--- src/rtl/mist1032isa_uart_pkg.sv ---
// Shared types and constants for the MIST1032ISA UART transmit path.
// Optional even parity is selected with MIST1032ISA_UART_TX_PARITY_EN.
package mist1032isa_uart_pkg;

  localparam int UART_DATA_W     = 8;
  localparam int UART_OVERSAMPLE = 4;

  typedef enum logic [2:0] {
    TX_IDLE   = 3'h0,
    TX_START  = 3'h1,
    TX_DATA   = 3'h2,
    TX_PARITY = 3'h3,
    TX_STOP   = 3'h4
  } tx_state_t;

  function automatic logic even_parity(input logic [UART_DATA_W-1:0] d);
    return ^d;
  endfunction

endpackage

--- src/rtl/mist1032isa_uart_tx_fifo.sv ---
// Byte FIFO for the UART transmitter; fullness is judged on the pre-edge count,
// so a push against a full FIFO is dropped even when a pop happens on that edge.
module mist1032isa_uart_tx_fifo
  import mist1032isa_uart_pkg::*;
#(
  parameter int FIFO_DEPTH_LOG2 = 2
) (
  input  logic                   b_bd_clock,
  input  logic                   inRESET,
  input  logic                   push,
  input  logic [UART_DATA_W-1:0] push_data,
  input  logic                   pop,
  output logic [UART_DATA_W-1:0] pop_data,
  output logic                   full,
  output logic                   empty,
  output logic                   overrun
);

  localparam int DEPTH = 1 << FIFO_DEPTH_LOG2;
  localparam logic [FIFO_DEPTH_LOG2:0] DEPTH_CNT = (FIFO_DEPTH_LOG2+1)'(DEPTH);

  logic [UART_DATA_W-1:0]     mem [DEPTH];
  logic [FIFO_DEPTH_LOG2-1:0] wr_ptr;
  logic [FIFO_DEPTH_LOG2-1:0] rd_ptr;
  logic [FIFO_DEPTH_LOG2:0]   count;
  logic                       push_ok;
  logic                       pop_ok;

  assign full     = (count == DEPTH_CNT);
  assign empty    = (count == '0);
  assign push_ok  = push && !full;
  assign pop_ok   = pop && !empty;
  assign pop_data = mem[rd_ptr];

  always_ff @(posedge b_bd_clock) begin
    if (push_ok) mem[wr_ptr] <= push_data;
  end

  // Pointers are exactly FIFO_DEPTH_LOG2 wide, so they wrap modulo DEPTH.
  always_ff @(posedge b_bd_clock or negedge inRESET) begin
    if (!inRESET) begin
      wr_ptr  <= '0;
      rd_ptr  <= '0;
      count   <= '0;
      overrun <= 1'b0;
    end else begin
      overrun <= push && full;
      if (push_ok) wr_ptr <= wr_ptr + 1'b1;
      if (pop_ok)  rd_ptr <= rd_ptr + 1'b1;
      case ({push_ok, pop_ok})
        2'b10:   count <= count + 1'b1;
        2'b01:   count <= count - 1'b1;
        default: count <= count;
      endcase
    end
  end

endmodule

--- src/rtl/mist1032isa_uart_tx_serializer.sv ---
// UART transmit serializer: FIFO-fed LSB-first 8N1/8N2 frames, each bit held
// SAMPLES_PER_BIT ticks. Define MIST1032ISA_UART_TX_PARITY_EN for an even parity bit.
module mist1032isa_uart_tx_serializer
  import mist1032isa_uart_pkg::*;
#(
  parameter int SAMPLES_PER_BIT = UART_OVERSAMPLE,
  parameter int STOP_BITS       = 1,
  parameter int FIFO_DEPTH_LOG2 = 2
) (
  input  logic                   b_bd_clock,
  input  logic                   inRESET,
  input  logic                   iTX_VALID,
  input  logic [UART_DATA_W-1:0] iTX_DATA,
  output logic                   oTX_FULL,
  output logic                   oTX_EMPTY,
  output logic                   oTX_BUSY,
  output logic                   oTX_OVERRUN,
  output logic                   oUART_TXD,
  output tx_state_t              dbg_state
);

  localparam int TICK_W = $clog2(2*SAMPLES_PER_BIT);
  localparam logic [TICK_W-1:0] BIT_LAST  = TICK_W'(SAMPLES_PER_BIT-1);
  localparam logic [TICK_W-1:0] STOP_LAST = TICK_W'(STOP_BITS*SAMPLES_PER_BIT-1);

  tx_state_t              state;
  logic [TICK_W-1:0]      tick;
  logic [2:0]             bit_cnt;
  logic [UART_DATA_W-1:0] shift;
  logic                   txd;
  logic                   fifo_pop;
  logic [UART_DATA_W-1:0] fifo_data;
  logic                   fifo_empty;
  logic                   bit_last;
`ifdef MIST1032ISA_UART_TX_PARITY_EN
  logic                   parity_bit;
`endif

  mist1032isa_uart_tx_fifo #(
    .FIFO_DEPTH_LOG2(FIFO_DEPTH_LOG2)
  ) u_fifo (
    .b_bd_clock(b_bd_clock),
    .inRESET   (inRESET),
    .push      (iTX_VALID),
    .push_data (iTX_DATA),
    .pop       (fifo_pop),
    .pop_data  (fifo_data),
    .full      (oTX_FULL),
    .empty     (fifo_empty),
    .overrun   (oTX_OVERRUN)
  );

  // The final stop tick doubles as the next frame's load point, so frames abut.
  assign bit_last = (tick == BIT_LAST);
  assign fifo_pop = !fifo_empty &&
                    ((state == TX_IDLE) || ((state == TX_STOP) && (tick == STOP_LAST)));

  always_ff @(posedge b_bd_clock or negedge inRESET) begin
    if (!inRESET) begin
      state   <= TX_IDLE;
      tick    <= '0;
      bit_cnt <= '0;
      shift   <= '0;
      txd     <= 1'b1;
`ifdef MIST1032ISA_UART_TX_PARITY_EN
      parity_bit <= 1'b0;
`endif
    end else begin
      case (state)
        TX_IDLE: begin
          txd <= 1'b1;
          if (fifo_pop) begin
            shift <= fifo_data;
            tick  <= '0;
            state <= TX_START;
            txd   <= 1'b0;
`ifdef MIST1032ISA_UART_TX_PARITY_EN
            parity_bit <= even_parity(fifo_data);
`endif
          end
        end
        TX_START: begin
          if (bit_last) begin
            state   <= TX_DATA;
            tick    <= '0;
            bit_cnt <= '0;
            txd     <= shift[0];
          end else begin
            tick <= tick + 1'b1;
          end
        end
        TX_DATA: begin
          if (bit_last) begin
            tick <= '0;
            if (bit_cnt == 3'd7) begin
`ifdef MIST1032ISA_UART_TX_PARITY_EN
              state <= TX_PARITY;
              txd   <= parity_bit;
`else
              state <= TX_STOP;
              txd   <= 1'b1;
`endif
            end else begin
              shift   <= shift >> 1;
              txd     <= shift[1];
              bit_cnt <= bit_cnt + 1'b1;
            end
          end else begin
            tick <= tick + 1'b1;
          end
        end
`ifdef MIST1032ISA_UART_TX_PARITY_EN
        TX_PARITY: begin
          if (bit_last) begin
            state <= TX_STOP;
            tick  <= '0;
            txd   <= 1'b1;
          end else begin
            tick <= tick + 1'b1;
          end
        end
`endif
        TX_STOP: begin
          if (tick == STOP_LAST) begin
            tick <= '0;
            if (fifo_pop) begin
              shift <= fifo_data;
              state <= TX_START;
              txd   <= 1'b0;
`ifdef MIST1032ISA_UART_TX_PARITY_EN
              parity_bit <= even_parity(fifo_data);
`endif
            end else begin
              state <= TX_IDLE;
              txd   <= 1'b1;
            end
          end else begin
            tick <= tick + 1'b1;
          end
        end
        default: begin
          state <= TX_IDLE;
          tick  <= '0;
          txd   <= 1'b1;
        end
      endcase
    end
  end

  assign oUART_TXD = txd;
  assign oTX_EMPTY = fifo_empty;
  assign oTX_BUSY  = (state != TX_IDLE);
  assign dbg_state = state;

endmodule
--- config.mk ---
export PLATFORM = sky130hd
export DESIGN_NAME = mist1032isa_uart_tx_serializer
export DESIGN_NICKNAME = d
export VERILOG_FILES = /design/src/rtl/mist1032isa_uart_pkg.sv /design/src/rtl/mist1032isa_uart_tx_fifo.sv /design/src/rtl/mist1032isa_uart_tx_serializer.sv
export SDC_FILE = /design/constraint.sdc
export NUM_CORES = 1
export LEC_CHECK = 0
export ABC_AREA = 1
export BUFFER_PORTS_ARGS = -buffer_cell sky130_fd_sc_hd__buf_2
export CELL_PAD_IN_SITES_DETAIL_PLACEMENT = 0
export CELL_PAD_IN_SITES_GLOBAL_PLACEMENT = 1
export CORE_ASPECT_RATIO = 0.75
export CORE_MARGIN = 5
export CORE_UTILIZATION = 30
export DETAILED_ROUTE_END_ITERATION = 16
export PLACE_DENSITY_LB_ADDON = 0.2
export SETUP_SLACK_MARGIN = 0.05
export SKIP_CTS_REPAIR_TIMING = 1
export SYNTH_ARGS = -nofsm -noshare
export SYNTH_HDL_FRONTEND = slang
export SYNTH_SLANG_ARGS = --single-unit
--- constraint.sdc ---
create_clock -name b_bd_clock -period 5.63 [get_ports b_bd_clock]
set_input_delay 0.2815 -clock b_bd_clock [delete_from_list [all_inputs] [get_ports b_bd_clock]]
set_output_delay 0.2815 -clock b_bd_clock [all_outputs]
set_load 0.02 [all_outputs]
==> flow_summary.json, run 1 <==
{
  "status": "finished, violations left",
  "violations": "negative hold slack",
  "crit_chain": "ha_1, nand2_1, nand2_1, nand3_4, inv_1, ha_1, inv_1, fa_1, a21oi_1, o21ai_0, xor2_1",
  "io_pins": 19,
  "slew_headroom_pct": 45.68,
  "grt_overflow": 0,
  "rows": 29,
  "cts_buffers": 9,
  "die_h_um": 91.61,
  "critical_path_required_ns": 5.83,
  "netlist.area_leader.share_pct": 36.07,
  "gp_congestion": 0.7361,
  "clock_path_buffers": 2,
  "critPathArrivalTime_ns": 2.25,
  "die_area_um2": 10880,
  "antenna_found_initial": 0,
  "remaining_drc_errors": 0,
  "rr_endpoint": "u_fifo.count[2]$_DFFE_PN0P_",
  "setup_viol": 0,
  "core_um2": 8563,
  "synth-async-reset-ratio_pct": 44.83,
  "vdd_drop_max_uv": 228.7,
  "grt_usage_pct": 10.63,
  "max_freq_mhz": 488.0,
  "via_per_inst": 4.319,
  "num_vias": 1745,
  "final_util_pct": 36.43,
  "rr_worst_depth": 11,
  "grt_pass1_wl_mm": 8.680,
  "postSynthCellCount": 268,
  "finalNonFillerCells": 404,
  "clk_pin_slew_ns": 0.05,
  "cap_violations": 0,
  "path_max_fanout": 6,
  "synth_edf_count": 32,
  "period_needed_ns": 2.049,
  "yosys-top-cells-area": "edfxtp_1 36%, dfrtp_1 23%, nand2_1 13%",
  "dp_hpwl_mm": 3.619,
  "grt_pass1_vias": 1583,
  "final_antenna_net_count": 0,
  "drv_slew": 0,
  "layout_worst_path_cycle_share_pct": 36.40,
  "tightest_slew_ns": 0.8118,
  "worst_path_max_delay_cell": "fa_1",
  "worstSkewPairLatency_ns": 0.33,
  "yosysMostFrequentCell": "nand2_1",
  "ys.warnings.count": 0,
  "drt-initial-drc-count": 85,
  "detail_route.wl_per_cell_um": 13.18,
  "yosysUniqueCellTypes": 27,
  "synth_top_cells_by_count": "90 x nand2_1, 32 x edfxtp_1, 28 x nand3_1",
  "grt_start_max_net_pins": 27,
  "synth_seq_area_share_pct": 60.54,
  "fillers": 869,
  "r2r_slack_ns": 3.58,
  "die_w_um": 118.8,
  "cts_tree": "built",
  "crit_start": "tick[0]$_DFFE_PN0P_",
  "ys.flop_type": "edfxtp_1",
  "clock-root-buffer": "clkbuf_16",
  "antenna_cells": 0,
  "syn2layout_area_growth_pct": 17.10,
  "reg2reg_from": "tick[0]$_DFFE_PN0P_",
  "layout.nets": 311,
  "syn_nets": 288,
  "fin_setup_tns_ns": 0,
  "syn_avg_cell_area_um2": 9.940,
  "critical_path_class": "flop to flop",
  "first_pass_iters": 4,
  "skew_ns": 0.004068,
  "drt_wl_total_mm": 5.326,
  "synth-seq-cells": 58,
  "portBuffers": 18,
  "hp-class": "input pin to async pin",
  "crit_path_end_kind": "flop",
  "p_leak_nw": 1.395,
  "powerDensity_nw_per_um2": 614.6,
  "final-hold-violation-count": 25,
  "syn_area_um2": 2664,
  "rsz0062_at_grt": "false",
  "cp_slowest_stage_delay_ns": 0.38,
  "htree_levels": 3,
  "drive_above_1_share_pct": 16.89,
  "critPathLaunchType": "flop",
  "yosysTopAreaCell": "edfxtp_1",
  "floorplan.initialDensity_pct": 31.11,
  "holdWs_ns": -0.03442,
  "dp.cells": 388,
  "clock_sinks": 58
}
## placed cells by master, fill, tap and decap left out
cell type,count
nand2_2,1
dfstp_2,1
nor2_2,3
nor2_4,2
buf_2,18
nand3_2,1
nor2_1,13
a21oi_1,5
ha_1,8
nand2_4,2
nand4_1,1
inv_2,4
a21oi_2,2
xnor2_1,1
xor2_1,4
o21ai_1,5
nand3_4,1
nand2_1,90
o21ai_0,7
inv_1,24
clkinvlp_4,5
fa_1,1
clkinv_2,1
dfrtp_1,25
nand3b_1,1
clkinv_1,1
clkbuf_16,9
edfxtp_1,32
nand3_1,28
## per-layer routing
layer | routed length, um | up-vias | GRT usage (%)
li1 | - | 918 | -
met1 | 2802 | 791 | 14.73
met2 | 2166 | 31 | 14.14
met3 | 262 | 5 | 4.286
met4 | 94 | 0 | 5.497
met5 | 0 | - | 0
## worst max-delay path, delay by kind of cell (launching register included)
kind / cells / cell delay, ns
xor gates and xnor gates: 1 / 0.15
DFF: 1 / 0.35
AOI/OAI and AO/OA: 2 / 0.26
buffers and inverters: 2 / 0.15
adders and majority gates: 3 / 0.68
and+or+nand+nor: 3 / 0.34
## logic make-up (layout without fill, tap and decap cells)
logic type | Yosys count | count (layout) | share of synthesized area [%]
and+or+nand+nor | 143 | 143 | 23.96
DFF | 58 | 58 | 60.54
buffers and inverters | 34 | 62 | 5.495
AOI/OAI and AO/OA | 19 | 19 | 3.851
adders and majority gates | 9 | 9 | 4.509
xor gates and xnor gates | 5 | 5 | 1.644
## how the worst max path moves through the flow
stage / cells past startpoint / slack [ns] / end
after floorplan: 9 / 3.70 / u_fifo.count[2]$_DFFE_PN0P_
after global placement: 11 / 3.59 / u_fifo.count[2]$_DFFE_PN0P_
after detailed placement: 11 / 3.56 / u_fifo.count[2]$_DFFE_PN0P_
after CTS: 11 / 3.56 / u_fifo.count[2]$_DFFE_PN0P_
after global routing: 9 / 3.40 / u_fifo.count[2]$_DFFE_PN0P_
final: 11 / 3.58 / u_fifo.count[2]$_DFFE_PN0P_
## through the flow
step | cell area (um^2) | worst slack (ns) | power, mW | hold slack [ns]
final | 3119 | 3.581 | 1.917 | -0.03442
after global routing | 3119 | 3.405 | 2.085 | 0.01339
after CTS | 3119 | 3.561 | 1.951 | -0.02205
after detailed placement | 2848 | 3.561 | 1.453 | 0.3312
after global placement | 2848 | 3.593 | 1.457 | 0.3377
after floorplan | 2664 | 3.698 | 1.255 | -0.01409
## where the power goes
| part | internal [mW] | switching (mW) |
|---|---|---|
| Sequential | 0.594 | 0.0990 |
| Clock | 0.294 | 0.193 |
| Combinational | 0.244 | 0.494 |
| Total | 1.13 | 0.786 |
## sequential cells by signal (all words and copies together) (netlist names)
| register | flops |
|---|---|
| shift | 8 |
| tick | 3 |
| u_fifo.count | 3 |
| dbg_state | 3 |
| u_fifo.mem | 32 |
| u_fifo.overrun | 1 |
| bit_cnt | 3 |
| oUART_TXD | 1 |
| u_fifo.wr_ptr | 2 |
| u_fifo.rd_ptr | 2 |
## final cells by class
type / count / area [um^2] / share of cell area [%]
Clock buffer: 9 / 225.2 / 7.220
Clock inverter: 7 / 46.29 / 1.484
Inverter: 28 / 105.1 / 3.369
Multi-Input combinational cell: 176 / 904.6 / 29.00
Sequential cell: 58 / 1613 / 51.70
Tap cell: 108 / 135.1 / 4.332
Timing Repair Buffer: 18 / 90.09 / 2.888
Note: power is estimated with default switching activity, not from simulation.
==> run 2: changes to the inputs <==
Settings changed: ABC_AREA 1 to 0.
Clock period 5.63 ns to 1.7 ns, I/O delays scaled along.
==> flow_summary.json, run 2 <==
{
  "grt_start_max_net_pins": 27,
  "path_max_fanout": 2,
  "synthMuxAreaShare_pct": 13.22,
  "layout.nets": 269,
  "holdWs_ns": 0.02275,
  "crit_chain": "ha_4, nand2b_4, a2111oi_4, ha_4, inv_2, fa_2, xor2_1, nor2_1, xor2_1",
  "yosys-top-cells-area": "edfxtp_1 36%, dfrtp_1 24%, mux4_2 6.8%",
  "total_power_mw": 7.024,
  "dp.cells": 333,
  "clock-root-buffer": "clkbuf_16",
  "critPathLaunchType": "flop",
  "fin_setup_tns_ns": -1.791,
  "antenna_found_initial": 0,
  "crit_path_end_kind": "flop",
  "syn2layout_area_growth_pct": 41.42,
  "regMostFlops": "u_fifo.mem",
  "drive_above_1_share_pct": 47.64,
  "top_regs": "u_fifo.mem (32), shift (8)",
  "portBuffers": 18,
  "cp_slowest_stage_delay_ns": 0.39,
  "syn_nets": 200,
  "layout_common_cells": "32 x edfxtp_1, 28 x buf_4, 22 x dfrtp_1, 17 x buf_2, 11 x nand2_1",
  "yosysTopAreaCell": "edfxtp_1",
  "rows": 29,
  "hp-class": "input pin to flop",
  "synth-seq-cells": 58,
  "synth-xor-area-share_pct": 2.322,
  "tightest_slew_ns": 0.6318,
  "slew_headroom_pct": 57.88,
  "ys.warnings.count": 0,
  "layout_worst_path_cycle_share_pct": 121.9,
  "yosysMostFrequentCell": "edfxtp_1",
  "grt_pass1_vias": 1754,
  "gp_congestion": 0.7867,
  "critPathArrivalTime_ns": 2.31,
  "violations": "negative setup slack",
  "yosysUniqueCellTypes": 43,
  "powerDensity_nw_per_um2": 1881,
  "clock_sinks": 58,
  "num_vias": 1651,
  "cts_buffers": 9,
  "final_antenna_net_count": 0,
  "final-hold-violation-count": 0,
  "antenna_cells": 0,
  "worst_path_max_delay_cell": "a2111oi_4",
  "remaining_drc_errors": 0,
  "io_pins": 19,
  "cts_tree": "built",
  "period_needed_ns": 2.073,
  "synth_top_cells_by_count": "32 x edfxtp_1, 25 x dfrtp_1, 15 x mux2_2",
  "synth_fa_ha_area_share_pct": 4.550,
  "final_common_cell": "edfxtp_1",
  "clock_path_buffers": 2,
  "netlist.area_leader.share_pct": 36.40,
  "syn_area_um2": 2640,
  "setup_viol": 12,
  "postSynthCellCount": 180,
  "dp_slack_ns": -0.4295,
  "synth_compound_area_share_pct": 8.246,
  "die_w_um": 118.3,
  "grt_overflow": 0,
  "drt-initial-drc-count": 45,
  "floorplan.initialDensity_pct": 30.96,
  "synthSimpleGateAreaFrac_pct": 7.820,
  "p_leak_nw": 1.506,
  "finalNonFillerCells": 362,
  "die_area_um2": 10800,
  "synth_top_family_by_area": "multiplexers",
  "first_pass_iters": 3,
  "status": "finished, violations left",
  "cap_violations": 0,
  "detail_route.wl_per_cell_um": 15.15,
  "largest_reg_flops": 32,
  "synth_seq_area_share_pct": 61.09,
  "via_per_inst": 4.561,
  "die_h_um": 91.24,
  "ys.flop_type": "edfxtp_1",
  "drv_slew": 0,
  "setup_ws_ns": -0.3730,
  "max_freq_mhz": 482.4,
  "skew_ns": 0.009937,
  "critical_path_class": "flop to flop",
  "worstSkewPairLatency_ns": 0.32,
  "clk_pin_slew_ns": 0.05,
  "synth-async-reset-ratio_pct": 44.83,
  "rsz0062_at_grt": "true",
  "grt_usage_pct": 11.16,
  "htree_levels": 3,
  "critical_path_required_ns": 1.94,
  "grt_pass1_wl_mm": 9.108,
  "synth_edf_count": 32,
  "dp_hpwl_mm": 3.840,
  "drt_wl_total_mm": 5.483,
  "core_um2": 8527,
  "syn_avg_cell_area_um2": 14.67,
  "vdd_drop_max_uv": 698.2
}
run 2: cell types whose count changed in the layout (fill, tap and decap cells not counted), sizes merged, moves of 8 or more:
cell,previous run,this run
buf,18,57
mux4,0,8
inv,28,10
dlygate4sd3,0,9
nor2,18,8
nand3,30,0
nand2,93,13
mux2,0,15
run 2: per-stage QoR:
step / instance area, um^2 / utilization [%]
detailed placement: 3221 / 37.77
finish: 3734 / 43.79
floorplan: 2721 / -
CTS: 3498 / 41.03
global route: 3734 / 43.79
global placement: 3221 / 37.77
run 2: routing by layer:
layer | track usage [%] | up-vias | share of wire (%)
li1 | - | 797 | -
met1 | 14.43 | 828 | 47
met5 | 0 | - | 0
met3 | 3.851 | 8 | 3.2
met2 | 16.76 | 18 | 47
met4 | 5.444 | 0 | 2.0
run 2: cell type report:
cell class / count / area, um^2
clock buffers: 11 / 232.7
fillers: 776 / 4793
clock inverters: 5 / 45.04
well taps: 108 / 135.1
repair buffers: 66 / 564.3
multi-input cells: 104 / 1100
inverters: 10 / 40.04
flip-flops and latches: 58 / 1617
run 2: worst paths after layout:
kind | startpoint | to | slack, ns | cells after the start
setup / recovery | tick[1]$_DFFE_PN0P_ | u_fifo.count[2]$_DFFE_PN0P_ | -0.37 | 9
hold / removal | iTX_VALID | u_fifo.overrun$_DFF_PN0_ | 0.02 | 2
setup reg to reg | tick[1]$_DFFE_PN0P_ | u_fifo.count[2]$_DFFE_PN0P_ | -0.37 | 9
hold reg to reg | shift[3]$_DFFE_PN0P_ | shift[3]$_DFFE_PN0P_ | 0.51 | 1
max in group asynchronous | inRESET | dbg_state[0]$_DFFE_PN0P_ | 0.93 | 2
min in group asynchronous | inRESET | shift[1]$_DFFE_PN0P_ | 0.32 | 2
run 2: kinds of logic after synthesis:
group / count (synthesis)
adder cells (fa/ha/maj): 9
flip-flops: 58
buffers and inverters: 18
XOR/XNOR: 7
multiplexers: 23
AO/OA/AOI/OAI: 25
AND/OR/NAND/NOR: 40
run 2: report_power, final:
group / leakage (nW) / internal [mW] / switching [mW]
combinational: 0.764 / 1.78 / 1.36
sequential: 0.608 / 1.95 / 0.252
clock: 0.134 / 1.11 / 0.567
run 2: critical path, delay by kind of cell, from the launching register on:
| kind | cells | cell delay, ns |
|---|---|---|
| flip-flops | 1 | 0.38 |
| buffers and inverters | 1 | 0.04 |
| AND/OR/NAND/NOR | 2 | 0.19 |
| AO/OA/AOI/OAI | 1 | 0.39 |
| XOR/XNOR | 2 | 0.30 |
| adder cells (fa/ha/maj) | 3 | 0.69 |
